### config.mk
export PLATFORM = sky130hd
export DESIGN_NAME = button_event
export DESIGN_NICKNAME = d
export VERILOG_FILES = /design/src/rtl/button_event.sv
export SDC_FILE = /design/constraint.sdc
export NUM_CORES = 1
export LEC_CHECK = 0
export CORE_ASPECT_RATIO = 1.25
export CORE_UTILIZATION = 45
export DETAILED_ROUTE_END_ITERATION = 16
export PLACE_DENSITY = 0.76
export SYNTH_ARGS = -nofsm -noshare
export SYNTH_HDL_FRONTEND = slang
export SYNTH_SLANG_ARGS = --single-unit
### constraint.sdc
create_clock -name clk -period 2 [get_ports clk]
set_input_delay 0.4 -clock clk [delete_from_list [all_inputs] [get_ports clk]]
set_output_delay 0.4 -clock clk [all_outputs]
set_load 0.01 [all_outputs]
### src/rtl/button_event.sv
// Turns a debounced button level into registered press / release / long-press / auto-repeat pulses
// and keeps a wrapping press counter. Define BUTTON_EVENT_REPEAT_EN to enable the auto-repeat pulse.
module button_event #(
    parameter int LONG_CNT   = 1_000_000,
    parameter int REPEAT_CNT = 250_000,
    parameter int CNT_W      = 21
) (
    input  logic       clk,
    input  logic       reset_n,
    input  logic       btn,
    output logic       press_pulse,
    output logic       release_pulse,
    output logic       long_pulse,
    output logic       long_hold,
    output logic       repeat_pulse,
    output logic [7:0] press_cnt,
    output logic [1:0] state_dbg
);

    localparam logic [1:0] IDLE    = 2'd0;
    localparam logic [1:0] PRESSED = 2'd1;
    localparam logic [1:0] HELD    = 2'd2;

    localparam logic [CNT_W-1:0] LONG_TERM = CNT_W'(LONG_CNT - 1);
    localparam logic [CNT_W-1:0] CNT_ONE   = CNT_W'(1);

    // Both terminal counts must fit the hold counter and be at least 2.
    if (LONG_CNT < 2 || REPEAT_CNT < 2 ||
        (LONG_CNT - 1) >= (1 << CNT_W) || (REPEAT_CNT - 1) >= (1 << CNT_W)) begin : g_param_check
        $error("button_event: LONG_CNT/REPEAT_CNT out of range for CNT_W");
    end

    logic [1:0]       state;
    logic             btn_q;
    logic [CNT_W-1:0] hold_cnt;
    logic             rise;

    // btn_q resets high so a button already held through reset never reads as a press.
    assign rise      = btn & ~btn_q;
    assign state_dbg = state;

`ifdef BUTTON_EVENT_REPEAT_EN
    localparam logic [CNT_W-1:0] REPEAT_TERM = CNT_W'(REPEAT_CNT - 1);

    always_ff @(posedge clk) begin
        if (!reset_n) begin
            repeat_pulse <= 1'b0;
        end else begin
            repeat_pulse <= (state == HELD) && btn && (hold_cnt == REPEAT_TERM);
        end
    end
`else
    assign repeat_pulse = 1'b0;
`endif

    always_ff @(posedge clk) begin
        if (!reset_n) begin
            state         <= IDLE;
            btn_q         <= 1'b1;
            hold_cnt      <= '0;
            press_pulse   <= 1'b0;
            release_pulse <= 1'b0;
            long_pulse    <= 1'b0;
            long_hold     <= 1'b0;
            press_cnt     <= 8'd0;
        end else begin
            btn_q         <= btn;
            press_pulse   <= 1'b0;
            release_pulse <= 1'b0;
            long_pulse    <= 1'b0;

            case (state)
                IDLE: begin
                    // A fall seen here only follows a press that was held through reset.
                    if (rise) begin
                        press_pulse <= 1'b1;
                        press_cnt   <= press_cnt + 8'd1;
                        hold_cnt    <= '0;
                        state       <= PRESSED;
                    end
                end

                PRESSED: begin
                    if (!btn) begin
                        release_pulse <= 1'b1;
                        hold_cnt      <= '0;
                        state         <= IDLE;
                    end else if (hold_cnt == LONG_TERM) begin
                        long_pulse <= 1'b1;
                        long_hold  <= 1'b1;
                        hold_cnt   <= '0;
                        state      <= HELD;
                    end else begin
                        hold_cnt <= hold_cnt + CNT_ONE;
                    end
                end

                HELD: begin
                    if (!btn) begin
                        release_pulse <= 1'b1;
                        long_hold     <= 1'b0;
                        hold_cnt      <= '0;
                        state         <= IDLE;
                    end else begin
`ifdef BUTTON_EVENT_REPEAT_EN
                        // Free-running repeat period; the wrap itself is the repeat event.
                        if (hold_cnt == REPEAT_TERM) begin
                            hold_cnt <= '0;
                        end else begin
                            hold_cnt <= hold_cnt + CNT_ONE;
                        end
`else
                        hold_cnt <= '0;
`endif
                    end
                end

                default: begin
                    state     <= IDLE;
                    hold_cnt  <= '0;
                    long_hold <= 1'b0;
                end
            endcase
        end
    end

endmodule

Yosys cells after proc, flatten, opt, wreduce, memory -nomap -nowiden
Index checks and enable logic that the tools add are counted.
{"block": "op_classes", "n_eq_ne": 8, "muxes": 16, "n_reduce_logical": 8, "n_addsub": 2, "bitwise": 3}
{"operator": "$mux 21", "count": 3}
{"operator": "$pmux 21 s2", "count": 1}
{"operator": "$add 21x1->21 const B", "count": 1}
{"operator": "$eq 21x20->1 const B", "count": 1}
{"operator": "$add 8x1->8 const B", "count": 1}
{"operator": "$mux 2", "count": 4}
{"operator": "$ne 2x2->1 const B", "count": 4}
{"operator": "$mux 1", "count": 6}
{"operator": "$pmux 2 s3", "count": 1}
{"operator": "$reduce_and 2->1", "count": 3}
{"operator": "$reduce_and 3->1", "count": 2}
{"operator": "$reduce_and 4->1", "count": 1}
{"operator": "$ne 3x3->1 const B", "count": 1}
{"operator": "$pmux 1 s3", "count": 1}
{"operator": "$eq 2x1->1 const B", "count": 1}
{"operator": "$eq 2x2->1 const B", "count": 1}
{"operator": "$logic_not 2->1", "count": 1}
{"operator": "$not 1->1", "count": 2}
{"operator": "$reduce_or 2->1", "count": 1}
{"operator": "$and 1x1->1", "count": 1}
{"block": "word_totals", "ff_bits": 36, "output_inout_bits": 15, "input_bits": 3}

Depth between registers and ports, before layout
{"block": "depth", "word_depth": 4, "depth_mapped": 8}

Worst setup path before layout
Ideal clock, no wire load.
{"block": "synth_timing", "path_type": "register -> register", "start": "reg hold_cnt[0]", "end": "reg hold_cnt[11]", "t_required_ns": 1.885, "setup_slack_ns": 0.165, "setup_ns": 0.115, "stages_incl_launch_ff": 8, "path_buffers": 1, "arrival_ns": 1.721, "path_cell_list": "dfxtp_1 -> ha_1 -> nand3_2 -> or2_1 -> o31a_4 -> o21ai_4 -> buf_6 -> nor2_1"}
{"block": "synth_between", "elab_chain_len": 4}
{"item": "start, declared", "line": "35", "text": "logic [CNT_W-1:0] hold_cnt;"}
{"item": "start signal, assigned", "line": "94", "text": "hold_cnt <= hold_cnt + CNT_ONE;"}
{"item": "$add 21x1->21 or $eq 21x20->1 (tied branches)", "line": "94, 88"}
{"item": "$mux 21 (*)", "line": "88", "text": "end else if (hold_cnt == LONG_TERM) begin"}
{"item": "$mux 21 (*)", "line": "84", "text": "if (!btn) begin"}
{"item": "$pmux 21 s2 (*)", "line": "72", "text": "case (state)"}
Every way passes the cells marked *; elsewhere a longest branch is shown, timed or not.
A chain may end at the register's enable or synchronous reset.

Worst setup path in the final report
{"block": "layout_timing", "start": "reg hold_cnt[16]", "end": "reg hold_cnt[19]"}
Same word-level chain as after synthesis.

==> out/results.ini <==
[detailed_routing]
drc_errors = 2
drt_iter0_markers = 47
routed_via_density = 5.30
firstDrtPassIters = 12
num_vias = 1410
routed_wl_um = 3430
final_antenna_net_count = 0
routedWlPerCell_um = 12.9

[sta]
hold_slack_ns = 0.484
maxSlewHeadroom = 0.652
finalCritPeriodShare = 0.917
setup_viol = 0
fin_worst_skew_ns = 0.00551
drv_slew = 0
grt_setup_unrepaired = no
final_hold_viol_count = 0
fmax_mhz = 545
worstMarginPinSlew_ns = 0.520
setup_tns_ns = 0
period_needed_ns = 1.83

[floorplanning]
rows = 25
core_um2 = 3750
top_level_ports = 18
start_util = 0.468
die_h_um = 71.8
die_x_um = 57.9
die-area_um2 = 4160

[clock_network]
clock_latency_ns = 0.30
cts_buffers = 5
post_cts_buffers = 0
cts.reportedPaths.clkPinSlew_ns = 0.07
cts_hold_buf = 0
cts_sinks = 36
clockBufferDepth = 2
cts_htree_levels = 2
ctsResizeCount = 0
cts_tree = built
cts-root-buf = clkbuf_8

[grt]
grt_usage = 0.188
grt_antenna_before_repair = 0
grt_max_degree = 15
grt-ovfl-total = 0
grt_pass1_wl_um = 5950
grt_pass1_vias = 1323

[placed_design]
gp_congestion = 0.865
hpwlAfterDp_um = 2440
port_buffers = 16

[finish]
area_growth_pct = 23.5
final_common_cell = dfxtp_1
layout.nets = 233
final_layout_size_suffix_gt1_frac = 0.146
utilization = 0.578
final_cell_mix = 36 x dfxtp_1, 23 x nor2_1, 19 x nand2_1
antenna_cells = 0

[synth]
syn_nets = 201
synthDistinctLibCells = 42
syn-cell-area_um2 = 1760
synth_top_area_share = 0.411
synth_area_leaders = dfxtp_1 41%, xor2_1 7.5%, nor2_1 4.9%
seq_area_frac_synth = 0.411
yosys.area.top_type = dfxtp_1
postSynthCellCount = 193
yosys_warnings = 0
synth_seq_cells = 36
syn_avg_cell_area_um2 = 9.10

[critical_path]
slowest_delay_ns = 0.45
cp-end-kind = register
cp.arrival_ns = 2.02
critPathRequiredTime_ns = 2.19
worstSetupStartpointType = register
cp_max_fo = 14
crit_chain = nand4_1, or4_4, o31a_4, o21ai_4, buf_12, nor2_1
path_class = reg -> reg
cp_slowest_cell = or4_4

[pwr]
p_leak_uw = 0.000822
power_density_nw_per_um2 = 714
ir_worst_vdd_mv = 0.423

[outcome]
outcome = finished, violations left
violations = design-rule violations

[job]
max_cap_viol_count = 0

[min_path]
hold_path_class = reg -> reg

==> final cells by class <==
type	instances	area [um2]
sequential	36	721
clock buffer	5	68.8
fill	355	1590
clock inverter	3	42.5
tap	40	50.0
inverter	5	18.8
multi-input combinational	145	975
timing repair buffer	32	293
==> power breakdown <==
| group | switching, uW | internal [uW] |
|---|---|---|
| registers | 6.95 | 725 |
| clock network | 276 | 369 |
| logic | 94.4 | 76.6 |
| total | 378 | 1170 |
==> state kept, by name (all words and copies together) (netlist names) <==
register	cells
btn_q	1
hold_cnt	21
long_hold	1
long_pulse	1
press_cnt	8
press_pulse	1
release_pulse	1
state_dbg	2
==> worst paths after layout <==
| path | from | end | slack (ns) | cells after the start |
|---|---|---|---|---|
| worst max register to register | hold_cnt[16] | hold_cnt[19] | 0.17 | 6 |
| worst max-delay path | hold_cnt[16] | hold_cnt[19] | 0.17 | 6 |
| worst min register to register | long_hold | long_hold | 0.48 | 2 |
| worst min-delay path | long_hold | long_hold | 0.48 | 2 |
==> cells by family after synthesis <==
family                   share of synthesized area
AND/OR/NAND/NOR                              0.289
flip-flops                                   0.411
XOR/XNOR                                     0.110
AO/OA/AOI/OAI                                0.113
buffers and inverters                       0.0342
adder cells (fa/ha/maj)                     0.0356
other                                      0.00214
multiplexers                               0.00570
==> metrics by stage <==
stage | power [uW] | cells | worst slack, ns | area [um2]
3_5_place_dp | 920 | 258 | -0.0741 | 2060
5_1_grt | 1610 | 266 | 0.0547 | 2170
4_1_cts | 1560 | 266 | 0.164 | 2170
3_3_place_gp | 919 | 258 | -0.0504 | 2060
6_report | 1550 | 266 | 0.166 | 2170
2_1_floorplan | 856 | 193 | 0.165 | 1760
==> metal layers <==
layer,vias to the layer above,wire [um],GRT usage
li1,724,-,-
met1,648,1490,0.216
met2,26,1730,0.314
met3,12,112,0.0542
met4,0,99,0.0952
met5,-,0,0
==> worst max-delay path: cells and delay by family, from the launching register on <==
| family | cells | cell delay, ns |
|---|---|---|
| AND/OR/NAND/NOR | 3 | 0.65 |
| buffers and inverters | 1 | 0.15 |
| AO/OA/AOI/OAI | 2 | 0.52 |
| flip-flops | 1 | 0.40 |
==> cell usage after synthesis <==
master,count
mux2i_1,1
a21oi_1,2
a21boi_0,4
nand3_1,11
o31a_4,1
nand2_1,19
conb_1,1
nand4b_1,1
a2111oi_4,2
nor4_1,1
and4_1,2
o21ai_4,1
nor2b_1,2
buf_6,1
nand2b_1,3
dfxtp_1,36
buf_4,1
and3b_1,1
nor3_1,2
and2_0,1
nand3_2,1
and2_1,11
buf_2,3
inv_1,5
o31ai_1,1
o21a_1,1
xor2_1,15
or4_4,1
a31oi_1,2
and3_1,2
clkbuf_1,2
o21ai_0,3
a21o_1,1
nand4_1,9
or2_1,1
nor4b_1,3
and3_2,2
ha_1,5
xnor2_1,7
a211oi_1,1
o221a_2,1
nor2_1,23
(Power assumes the default switching activity.)
